<file path="config.mk">
export PLATFORM = sky130hd
export DESIGN_NAME = spart_rx
export DESIGN_NICKNAME = d
export VERILOG_FILES = /design/src/rtl/spart_pkg.sv /design/src/rtl/spart_sync.sv /design/src/rtl/spart_rx.sv
export SDC_FILE = /design/constraint.sdc
export NUM_CORES = 1
export LEC_CHECK = 0
export BUFFER_PORTS_ARGS = -buffer_cell sky130_fd_sc_hd__buf_2
export CAP_MARGIN = 20
export CELL_PAD_IN_SITES_DETAIL_PLACEMENT = 0
export CELL_PAD_IN_SITES_GLOBAL_PLACEMENT = 2
export CORE_MARGIN = 8
export CORE_UTILIZATION = 24
export CTS_CLUSTER_SIZE = 40
export DETAILED_ROUTE_END_ITERATION = 8
export PLACE_DENSITY_LB_ADDON = 0.05
export SLEW_MARGIN = 20
export SYNTH_ARGS = -nofsm -noshare
export SYNTH_HDL_FRONTEND = slang
export SYNTH_HIERARCHICAL = 1
export SYNTH_SLANG_ARGS = --single-unit
export TNS_END_PERCENT = 20
</file>
<file path="constraint.sdc">
create_clock -name clk -period 1.7 [get_ports clk]
set_input_delay 0.085 -clock clk [delete_from_list [all_inputs] [get_ports clk]]
set_output_delay 0.085 -clock clk [all_outputs]
set_load 0.01 [all_outputs]
</file>
<file path="src/rtl/spart_pkg.sv">
// Shared SPART definitions: receive FSM states and bus register addresses.
package spart_pkg;

  // Receive FSM states
  typedef enum logic [1:0] {
    IDLE  = 2'd0,
    START = 2'd1,
    DATA  = 2'd2,
    STOP  = 2'd3
  } rx_state_t;

  // ioaddr decode, common to the TX, RX and baud generator stages
  localparam logic [1:0] ADDR_DATA   = 2'b00;
  localparam logic [1:0] ADDR_STATUS = 2'b01;
  localparam logic [1:0] ADDR_DB_LO  = 2'b10;
  localparam logic [1:0] ADDR_DB_HI  = 2'b11;

endpackage

</file>
<file path="src/rtl/spart_sync.sv">
// Multi-flop synchronizer for an asynchronous level input.
// Flops preset to 1 so an idle-high serial line never shows a false edge
// coming out of reset.
module spart_sync #(
  parameter int STAGES = 2
) (
  input  logic clk,
  input  logic rst,
  input  logic d,
  output logic q
);

  logic [STAGES-1:0] chain;

  // Shift the raw input through the flop chain
  always_ff @(posedge clk) begin
    if (rst) chain <= '1;
    else     chain <= (chain << 1) | STAGES'(d);
  end

  assign q = chain[STAGES-1];

endmodule

</file>
<file path="src/rtl/spart_rx.sv">
// SPART receive stage: recovers 8N1 frames from rxd using the 16x
// oversample tick from the baud generator, holds the last byte and
// reports data-available, framing-error and overrun status to the bus.
//
// Bus handshake: a read is a single-cycle strobe (iocs & iorw) decoded by
// ioaddr; its side effects (clearing rda or the sticky errors) land on the
// next clk. A flag being set in the same cycle always wins over its clear.
//
// The FSM state is held in the internal signal `state` (rx_state_t) so
// checkers can bind to it directly.
module spart_rx
  import spart_pkg::*;
#(
  parameter int DATA_BITS   = 8,
  parameter int OVERSAMPLE  = 16,
  parameter int SYNC_STAGES = 2
) (
  input  logic                 clk,
  input  logic                 rst,
  input  logic                 baud_en,
  input  logic                 rxd,
  input  logic                 iocs,
  input  logic                 iorw,
  input  logic [1:0]           ioaddr,
  output logic [DATA_BITS-1:0] rx_data,
  output logic                 rda,
  output logic                 framing_err,
  output logic                 overrun
);

  localparam int TW = $clog2(OVERSAMPLE);
  localparam int BW = $clog2(DATA_BITS + 1);

  // Mid start bit is half a bit in; every later sample is a full bit later
  localparam logic [TW-1:0] TICK_MID  = TW'(OVERSAMPLE / 2 - 1);
  localparam logic [TW-1:0] TICK_LAST = TW'(OVERSAMPLE - 1);
  localparam logic [BW-1:0] BIT_LAST  = BW'(DATA_BITS - 1);

  logic rxd_s;

  rx_state_t            state, state_next;
  logic [TW-1:0]        tick_cnt, tick_next;
  logic [BW-1:0]        bit_cnt, bit_next;
  logic [DATA_BITS-1:0] shift_reg, shift_next;
  logic [DATA_BITS:0]   shift_in;
  logic                 byte_done, frame_bad;

  logic                 data_read, status_read;
  logic [DATA_BITS-1:0] rx_data_next;
  logic                 rda_next, framing_err_next, overrun_next;

  spart_sync #(.STAGES(SYNC_STAGES)) u_sync (
    .clk (clk),
    .rst (rst),
    .d   (rxd),
    .q   (rxd_s)
  );

  // New sample enters at the MSB so the LSB-first byte ends up aligned
  assign shift_in = {rxd_s, shift_reg};

  // FSM state, counters and shift register
  always_ff @(posedge clk) begin
    if (rst) begin
      state     <= IDLE;
      tick_cnt  <= '0;
      bit_cnt   <= '0;
      shift_reg <= '0;
    end else begin
      state     <= state_next;
      tick_cnt  <= tick_next;
      bit_cnt   <= bit_next;
      shift_reg <= shift_next;
    end
  end

  // Next-state logic: counters only move on baud_en; leaving IDLE does not wait for a tick
  always_comb begin
    state_next = state;
    tick_next  = tick_cnt;
    bit_next   = bit_cnt;
    shift_next = shift_reg;
    byte_done  = 1'b0;
    frame_bad  = 1'b0;
    case (state)
      IDLE: begin
        if (!rxd_s) begin
          state_next = START;
          tick_next  = '0;
        end
      end
      START: begin
        if (baud_en) begin
          if (tick_cnt == TICK_MID) begin
            tick_next = '0;
            if (!rxd_s) begin
              state_next = DATA;
              bit_next   = '0;
            end else begin
              // Glitch shorter than half a bit: ignore it
              state_next = IDLE;
            end
          end else begin
            tick_next = tick_cnt + 1'b1;
          end
        end
      end
      DATA: begin
        if (baud_en) begin
          if (tick_cnt == TICK_LAST) begin
            shift_next = shift_in[DATA_BITS:1];
            tick_next  = '0;
            bit_next   = bit_cnt + 1'b1;
            if (bit_cnt == BIT_LAST) state_next = STOP;
          end else begin
            tick_next = tick_cnt + 1'b1;
          end
        end
      end
      STOP: begin
        if (baud_en) begin
          if (tick_cnt == TICK_LAST) begin
            tick_next  = '0;
            state_next = IDLE;
            if (rxd_s) byte_done = 1'b1;
            else       frame_bad = 1'b1;
          end else begin
            tick_next = tick_cnt + 1'b1;
          end
        end
      end
      default: state_next = IDLE;
    endcase
  end

  // Bus read decode; writes and divisor addresses have no effect here
  always_comb begin
    data_read   = 1'b0;
    status_read = 1'b0;
    case (ioaddr)
      ADDR_DATA:              data_read   = iocs & iorw;
      ADDR_STATUS:            status_read = iocs & iorw;
      ADDR_DB_LO, ADDR_DB_HI: ;
      default:                ;
    endcase
  end

  // Status flag update: set beats clear; overrun only if the old byte was not consumed this cycle
  always_comb begin
    rx_data_next     = rx_data;
    rda_next         = rda;
    framing_err_next = framing_err;
    overrun_next     = overrun;

    if (byte_done)      rda_next = 1'b1;
    else if (data_read) rda_next = 1'b0;

    if (byte_done) rx_data_next = shift_reg;

    if (frame_bad)        framing_err_next = 1'b1;
    else if (status_read) framing_err_next = 1'b0;

    if (byte_done && rda && !data_read) overrun_next = 1'b1;
    else if (status_read)               overrun_next = 1'b0;
  end

  // Registered outputs
  always_ff @(posedge clk) begin
    if (rst) begin
      rx_data     <= '0;
      rda         <= 1'b0;
      framing_err <= 1'b0;
      overrun     <= 1'b0;
    end else begin
      rx_data     <= rx_data_next;
      rda         <= rda_next;
      framing_err <= framing_err_next;
      overrun     <= overrun_next;
    end
  end

endmodule

</file>
## After elaboration in Yosys (flattened, before gate mapping)

Cells that the tools add are included.

- Input port bits: 8
- Memories: 0
- ROM bits: 0
- Latch bits: 0
- Bits in registers: 31
- Memory bits (writable): 0

- $mul: 0
- Mux-type cells: 36
- $lt $le $gt $ge: 0
- $add $sub $neg: 2
- Reductions and logical operators: 14
- Shifts and indexed selects: 0
- Divide/modulo/power cells: 0
- Bitwise logic cells: 2
- Eq/ne operators: 17

Operator list:

| kind | number |
|---|---|
| 4-bit 2-to-1 mux | 9 |
| 2-bit 2-to-1 mux | 9 |
| 2-bit inequality test (second input constant) | 9 |
| 1-bit 2-to-1 mux | 15 |
| 4-bit case mux with 3 select lines | 1 |
| 4-bit by 1-bit adder with 4-bit output (second input constant) | 2 |
| 4-bit by 3-bit equality test with 1-bit output (second input constant) | 2 |
| 2-bit case mux with 4 select lines | 1 |
| 4-bit case mux with 2 select lines | 1 |
| 8-bit AND reduction | 1 |
| 2-bit nonzero test | 4 |
| 3-bit AND reduction | 2 |
| 6-bit AND reduction | 1 |
| 2-bit by 1-bit equality test with 1-bit output (second input constant) | 2 |
| 2-bit equality test (second input constant) | 2 |
| 4-bit equality test (second input constant) | 1 |
| 2-bit logical NOT | 2 |
| 1-bit logical AND | 2 |
| 2-bit by 1-bit inequality test with 1-bit output (second input constant) | 1 |
| 2-bit by 1-bit bitwise OR with 2-bit output | 1 |
| 2-bit OR reduction | 1 |
| 1-bit AND | 1 |
| 1-bit logical NOT | 1 |

## Logic depth before layout (Yosys ltp)

Gate-level depths: netlist of the first run.

- Word-level depth: 7
- Gate-level depth with buffers: 6

## Hierarchy

The synthesis of the first run kept the hierarchy.

Modules (own cells, without submodules):

| module | times used | area an instance (µm²) | cells each | seq. area each (µm²) |
|---|---|---|---|---|
| spart_rx | 1 | 1320.0 | 138 | 580.6 |
| spart_sync | 1 | 52.6 | 4 | 40.0 |

## Worst setup path after synthesis of the first run

Ideal clock, no wire load.

- Path kind: reg2reg
- From: register tick_cnt[0]
- To: register rx_data[3]
- Period minus slack after synthesis: 1.568 ns
- Data arrival time: 1.438 ns
- Cell stages (with the launch flop): 7
- Data required time: 1.570 ns
- Setup slack: 0.132 ns
- Path through: dfxtp_1 -> ha_1 -> nand3_2 -> nor3_1 -> buf_4 -> mux2i_1 -> nor2_1

- Longest elaborated chain between the ends: 4

RTL lines:

| item | line | RTL |
|---|---|---|
| start, declared | spart_rx.sv:42 | `logic [TW-1:0] tick_cnt, tick_next;` |
| start signal, assigned | spart_rx.sv:71 | `tick_cnt <= tick_next;` |
| 4-bit equality test | spart_rx.sv:122 | `if (tick_cnt == TICK_LAST) begin` |
| 1-bit 2-to-1 mux | spart_rx.sv:122 |  |
| 1-bit 2-to-1 mux | spart_rx.sv:121 | `if (baud_en) begin` |
| 1-bit 2-to-1 mux | spart_rx.sv:85 | `case (state)` |
| end signal, assigned | spart_rx.sv:175 | `rx_data <= rx_data_next;` |
| end, declared | spart_rx.sv:25 | `output logic [DATA_BITS-1:0] rx_data,` |

No other way between the ends.
A chain may end at the register's enable or synchronous reset.

## Worst setup path in the final report of the first run

- From: register tick_cnt[1]
- To: register shift_reg[3]

- Longest elaborated chain between the ends: 2

RTL lines:

| item | line | RTL |
|---|---|---|
| 4-bit equality test | spart_rx.sv:110 | `if (tick_cnt == TICK_LAST) begin` |
| 3-bit AND reduction (no line) | - |  |
| end signal, assigned | spart_rx.sv:73 | `shift_reg <= shift_next;` |
| end, declared | spart_rx.sv:44 | `logic [DATA_BITS-1:0] shift_reg, shift_next;` |

No other way between the ends.

==> impl_metrics.json, run 1 <==
{
  "core_um2": 5510,
  "initial_utilization": 0.249,
  "yosysSeqAreaShare": 0.452,
  "yosys.area.top_type": "dfxtp_1",
  "fmax_mhz": 644,
  "cts_sinks": 31,
  "grt_pass1_wl_um": 5040,
  "synth_area_um2": 1370,
  "cts_tree": "done",
  "wl_per_cell_um": 12.2,
  "numCtsBuffers": 5,
  "gp_congestion": 0.683,
  "p_leak_nw": 0.631,
  "fp.dieH_um": 91.6,
  "cp-endpoint": "shift_reg[3]$_SDFFE_PP0P_",
  "via_per_inst": 4.35,
  "worstPathArrival_ns": 1.69,
  "first_iter_violations": 34,
  "dp_slack_ns": 0.0775,
  "finalSetupViolCount": 0,
  "r2r_slack_ns": 0.15,
  "outcome": "complete, no violations",
  "seqCellArea_um2": 621,
  "setup_tns_ns": 0,
  "reg2reg_to": "shift_reg[3]$_SDFFE_PP0P_",
  "cpLargestDelayFamily": "simple AND/OR/NAND/NOR gates",
  "final_common_cell": "dfxtp_1",
  "max_slew.worst_pin.slew_ns": 0.589,
  "post-route-period-util": 0.914,
  "crit_slowest_cell": "dfxtp_1",
  "placement.io_buffers": 18,
  "hold_viol": 0,
  "start_kind": "flip-flop",
  "p_per_area_nw_per_um2": 948,
  "clk_latency_ns": 0.28,
  "grt_start_max_net_pins": 32,
  "worst-path-buf-inv": 1,
  "relSlewSlack": 0.607,
  "multiInputGateArea_um2": 722,
  "r2r_start": "tick_cnt[1]$_SDFFE_PP0P_",
  "synth_seq_cells": 31,
  "fin_util": 0.320,
  "rsz0062_at_grt": "no",
  "io_pins": 19,
  "path_class": "reg -> reg",
  "drc": 0,
  "gr-total-overflow": 0,
  "worstRegToRegCells": 6,
  "dpl.hpwl_um": 2160,
  "hp-class": "in -> reg",
  "ys_types": 38,
  "yosys_most_used_dff": "dfxtp_1",
  "num-nets-final": 179,
  "grt_usage": 0.0750,
  "vias": 1053,
  "grt_pass1_vias": 1049,
  "area_growth_pct": 28.3,
  "final_cell_mix": "dfxtp_1, nor2_1, mux2i_1",
  "syn_inst": 142,
  "first_pass_iters": 2,
  "crit_cells": 6,
  "synth_fp_nets": 152,
  "synth_edf_count": 0,
  "nFillCells": 575,
  "cap_violations": 0,
  "syn_avg_cell_area_um2": 9.67,
  "startpoint": "tick_cnt[1]$_SDFFE_PP0P_",
  "dieArea_um2": 8400,
  "path_clk_slew_ns": 0.07,
  "min_period_ns": 1.55,
  "irDropWorstVdd_v": 0.000343,
  "synth_top_area_share": 0.452,
  "yosys-top-cells-area": "dfxtp_1, mux2i_1, nor2_1",
  "cts_root_buf": "clkbuf_8",
  "slowest_delay_ns": 0.36,
  "crit_path_max_fanout": 8,
  "worstPathCellList": "ha_2 > nand3_2 > nor3_2 > buf_6 > mux2i_1 > nor2_1",
  "required_ns": 1.84,
  "end_kind": "flip-flop",
  "setup_slack_ns": 0.146,
  "yosysWarnings": 6,
  "rows": 27,
  "antenna_found_initial": 0,
  "die_width_um": 91.6,
  "cts_buffer_depth": 2,
  "num_antenna_cells": 0,
  "drive_gt1_frac": 0.282,
  "wl_um": 2940,
  "cts_htree_levels": 2,
  "drv_slew": 0,
  "finalClockSkew_ns": 0.00484,
  "synth_async_sr_flop_share": 0,
  "drtAntennaViolNets": 0
}
[power by group]
part,internal [mW],switching [mW]
combinational,0.0269,0.0386
sequential,0.732,0.00273
clock,0.585,0.283
[cells by family (layout without fill, tap and decap cells)]
logic type | count (synthesis) | in the layout | synth area share
muxes | 20 | 20 | 0.146
and+or+nand+nor | 57 | 57 | 0.205
buffers and inverters | 10 | 38 | 0.0374
AOI/OAI and AO/OA | 22 | 22 | 0.141
adders and majority gates | 2 | 2 | 0.0182
DFF | 31 | 31 | 0.452
[stage by stage]
stage          area [µm²]  total power, mW  hold WS (ns)  cells
5_1_grt              1760             1.74         0.197    242
2_1_floorplan        1370            0.790         0.182    142
3_5_place_dp         1590            0.815         0.267    233
4_1_cts              1740             1.70         0.169    242
6_report             1760             1.67         0.179    242
3_3_place_gp         1590            0.815         0.266    233
[worst register-to-register path, delay by kind of cell, from the launching register on]
kind	cells	cell delay, ns
DFF	1	0.36
muxes	1	0.20
buffers and inverters	1	0.18
adders and majority gates	1	0.24
and+or+nand+nor	3	0.43
[synthesized netlist by cell type, types with 2 or more instances]
library cell / instances
ha_1: 2
nor2b_1: 2
nand3_1: 3
or2_1: 3
a21oi_1: 6
nor3_1: 4
dfxtp_1: 31
inv_1: 2
clkbuf_1: 4
mux2i_1: 20
nor2_1: 26
buf_2: 2
a2111oi_2: 2
a31oi_1: 2
nand2_1: 10
[timing repair]
action,in CTS,in global routing
hold buffers,1,0
gates resized for setup,0,5
endpoints found under the setup margin,0,11
hold endpoints to repair,1,0
buffers inserted,0,0
[metal layers]
layer	vias to the layer above	global-route usage	part of all wire	wire (µm)
met5	-	0	0	0
met4	0	0.0327	0.0088	26
met3	2	0.0302	0.040	119
met2	12	0.124	0.50	1470
met1	485	0.0833	0.45	1330
li1	554	-	-	-
[layout make-up]
class / instances / area share
inverters: 2 / 0.00426
clock inverters: 3 / 0.0384
flip-flops and latches: 31 / 0.353
clock buffers: 5 / 0.0391
repair buffers: 28 / 0.104
multi-input cells: 101 / 0.410
well taps: 72 / 0.0512
[worst min path at each step]
stage | endpoint | start | slack (ns) | depth (start not counted)
after floorplan | u_sync/chain[0]$_SDFF_PP1_ | rst | 0.18 | 1
after global placement | u_sync/chain[0]$_SDFF_PP1_ | rxd | 0.27 | 2
after detailed placement | u_sync/chain[0]$_SDFF_PP1_ | rxd | 0.27 | 2
after CTS | rda$_SDFFE_PP0P_ | ioaddr[0] | 0.17 | 4
after global routing | rda$_SDFFE_PP0P_ | ioaddr[0] | 0.20 | 4
final | rda$_SDFFE_PP0P_ | ioaddr[0] | 0.18 | 4
Note: power is estimated with default switching activity, not from simulation.
==> run 2: changes to the inputs <==
--- a/config.mk
+++ b/config.mk
@@ -7,7 +7,7 @@
 export LEC_CHECK = 0
 export BUFFER_PORTS_ARGS = -buffer_cell sky130_fd_sc_hd__buf_2
 export CAP_MARGIN = 20
-export CELL_PAD_IN_SITES_DETAIL_PLACEMENT = 0
+export CELL_PAD_IN_SITES_DETAIL_PLACEMENT = 1
 export CELL_PAD_IN_SITES_GLOBAL_PLACEMENT = 2
 export CORE_MARGIN = 8
 export CORE_UTILIZATION = 24
==> impl_metrics.json, run 2 (same netlist as run 1, synthesis figures left out) <==
{
  "outcome": "complete, no violations",
  "irDropWorstVdd_v": 0.000379,
  "grt_pass1_vias": 1157,
  "finalClockSkew_ns": 0.00439,
  "antenna_found_initial": 0,
  "seqCellArea_um2": 622,
  "cts_root_buf": "clkbuf_8",
  "hp-class": "in -> reg",
  "core_um2": 5510,
  "finalSetupViolCount": 0,
  "dpl.hpwl_um": 2350,
  "num_antenna_cells": 0,
  "placement.io_buffers": 18,
  "rows": 27,
  "die_width_um": 91.6,
  "worstRegToRegCells": 4,
  "setup_tns_ns": 0,
  "power_frac_seq": 0.514,
  "relSlewSlack": 0.598,
  "worstPathCellList": "or4b_4 > a21o_1 > a22oi_1 > nor2_1",
  "first_iter_violations": 17,
  "grt_pass1_wl_um": 5640,
  "via_per_inst": 4.55,
  "switching_share": 0.211,
  "place_area_um2": 1590,
  "worst-path-buf-inv": 0,
  "post-route-period-util": 0.904,
  "cts_sinks": 31,
  "cap_violations": 0,
  "setup_slack_ns": 0.163,
  "area_growth_pct": 25.5,
  "path_class": "reg -> reg",
  "p_leak_nw": 0.603,
  "wl_um": 3180,
  "fp.dieH_um": 91.6,
  "crit_path_max_fanout": 5,
  "multiInputGateArea_um2": 723,
  "final_cell_mix": "dfxtp_1, nor2_1, mux2i_1",
  "grt_start_max_net_pins": 32,
  "drc": 0,
  "start_kind": "flip-flop",
  "final_common_cell": "dfxtp_1",
  "grt_usage": 0.0830,
  "hold_path_depth": 4,
  "fmax_mhz": 651,
  "wl_per_cell_um": 13.2,
  "rsz0062_at_grt": "no",
  "cpLargestDelayFamily": "simple AND/OR/NAND/NOR gates",
  "p_sw_mw": 0.302,
  "dp_slack_ns": 0.0379,
  "cts_buffer_depth": 2,
  "gp_congestion": 0.683,
  "hold_viol": 0,
  "post-cts-setup-buffers": 0,
  "initial_utilization": 0.249,
  "required_ns": 1.84,
  "max_slew.worst_pin.slew_ns": 0.603,
  "numCtsBuffers": 5,
  "crit_cells": 4,
  "drv_slew": 0,
  "slowest_delay_ns": 0.59,
  "min_period_ns": 1.54,
  "vias": 1102,
  "path_clk_slew_ns": 0.06,
  "fin_area_um2": 1720,
  "intPower_mw": 1.13,
  "p_per_area_nw_per_um2": 830,
  "dieArea_um2": 8400,
  "io_pins": 19,
  "pwr-share-clk": 0.439,
  "combPwrFrac": 0.046,
  "crit_slowest_cell": "or4b_4",
  "gr-total-overflow": 0,
  "first_pass_iters": 4,
  "num-nets-final": 179,
  "drive_gt1_frac": 0.276,
  "end_kind": "flip-flop",
  "drtAntennaViolNets": 0,
  "cts_htree_levels": 2,
  "cts_tree": "done",
  "clk_latency_ns": 0.27,
  "worstPathArrival_ns": 1.68,
  "nFillCells": 641
}
[run 2: area by class of cell]
class | instances | area share
inverters | 2 | 0.00436
multi-input cells | 101 | 0.420
flip-flops and latches | 31 | 0.361
clock buffers | 8 | 0.0581
well taps | 72 | 0.0523
repair buffers | 28 | 0.105
[run 2: power by group through the flow]
stage	logic [mW]	registers [mW]	clock network (mW)
after detailed placement	0.0653	0.751	0
final	0.0661	0.736	0.629
after CTS	0.0673	0.735	0.661
after global placement	0.0643	0.751	0
after floorplan	0.0391	0.751	0
after global routing	0.0761	0.736	0.697
[run 2: per-layer routing]
| metal | routed length [µm] | GRT usage | up-vias |
|---|---|---|---|
| li1 | - | - | 556 |
| met1 | 1440 | 0.0920 | 528 |
| met2 | 1570 | 0.137 | 14 |
| met3 | 117 | 0.0302 | 4 |
| met4 | 51 | 0.0423 | 0 |
| met5 | 0 | 0 | - |
[run 2: per-stage QoR]
| step | utilization | total power [mW] | cells | hold slack [ns] |
|---|---|---|---|---|
| after floorplan | - | 0.790 | 142 | 0.182 |
| after global placement | 0.289 | 0.815 | 233 | 0.266 |
| after detailed placement | 0.289 | 0.817 | 233 | 0.271 |
| after CTS | 0.309 | 1.46 | 242 | 0.193 |
| after global routing | 0.313 | 1.51 | 242 | 0.227 |
| final | 0.313 | 1.43 | 242 | 0.200 |
[run 2: path summary, 6_finish.rpt]
check / from / endpoint / slack (ns)
setup / recovery: tick_cnt[3]$_SDFFE_PP0P_ / bit_cnt[1]$_SDFFE_PP0P_ / 0.16
hold reg to reg: u_sync/chain[0]$_SDFF_PP1_ / u_sync/chain[1]$_SDFF_PP1_ / 0.41
hold / removal: ioaddr[1] / rda$_SDFFE_PP0P_ / 0.20
setup reg to reg: tick_cnt[3]$_SDFFE_PP0P_ / bit_cnt[1]$_SDFFE_PP0P_ / 0.16
[run 2: timing repair]
item / in CTS / in global routing
hold endpoints to repair: 1 / 0
hold buffers: 1 / 0
resized for setup: 0 / 4
setup endpoints to repair: 0 / 17
[run 2: tightest hold or removal path: stages]
cell    delay [ns]
buf_2         0.08
o31a_1        0.15
nor2_1        0.05
nor2_1        0.07
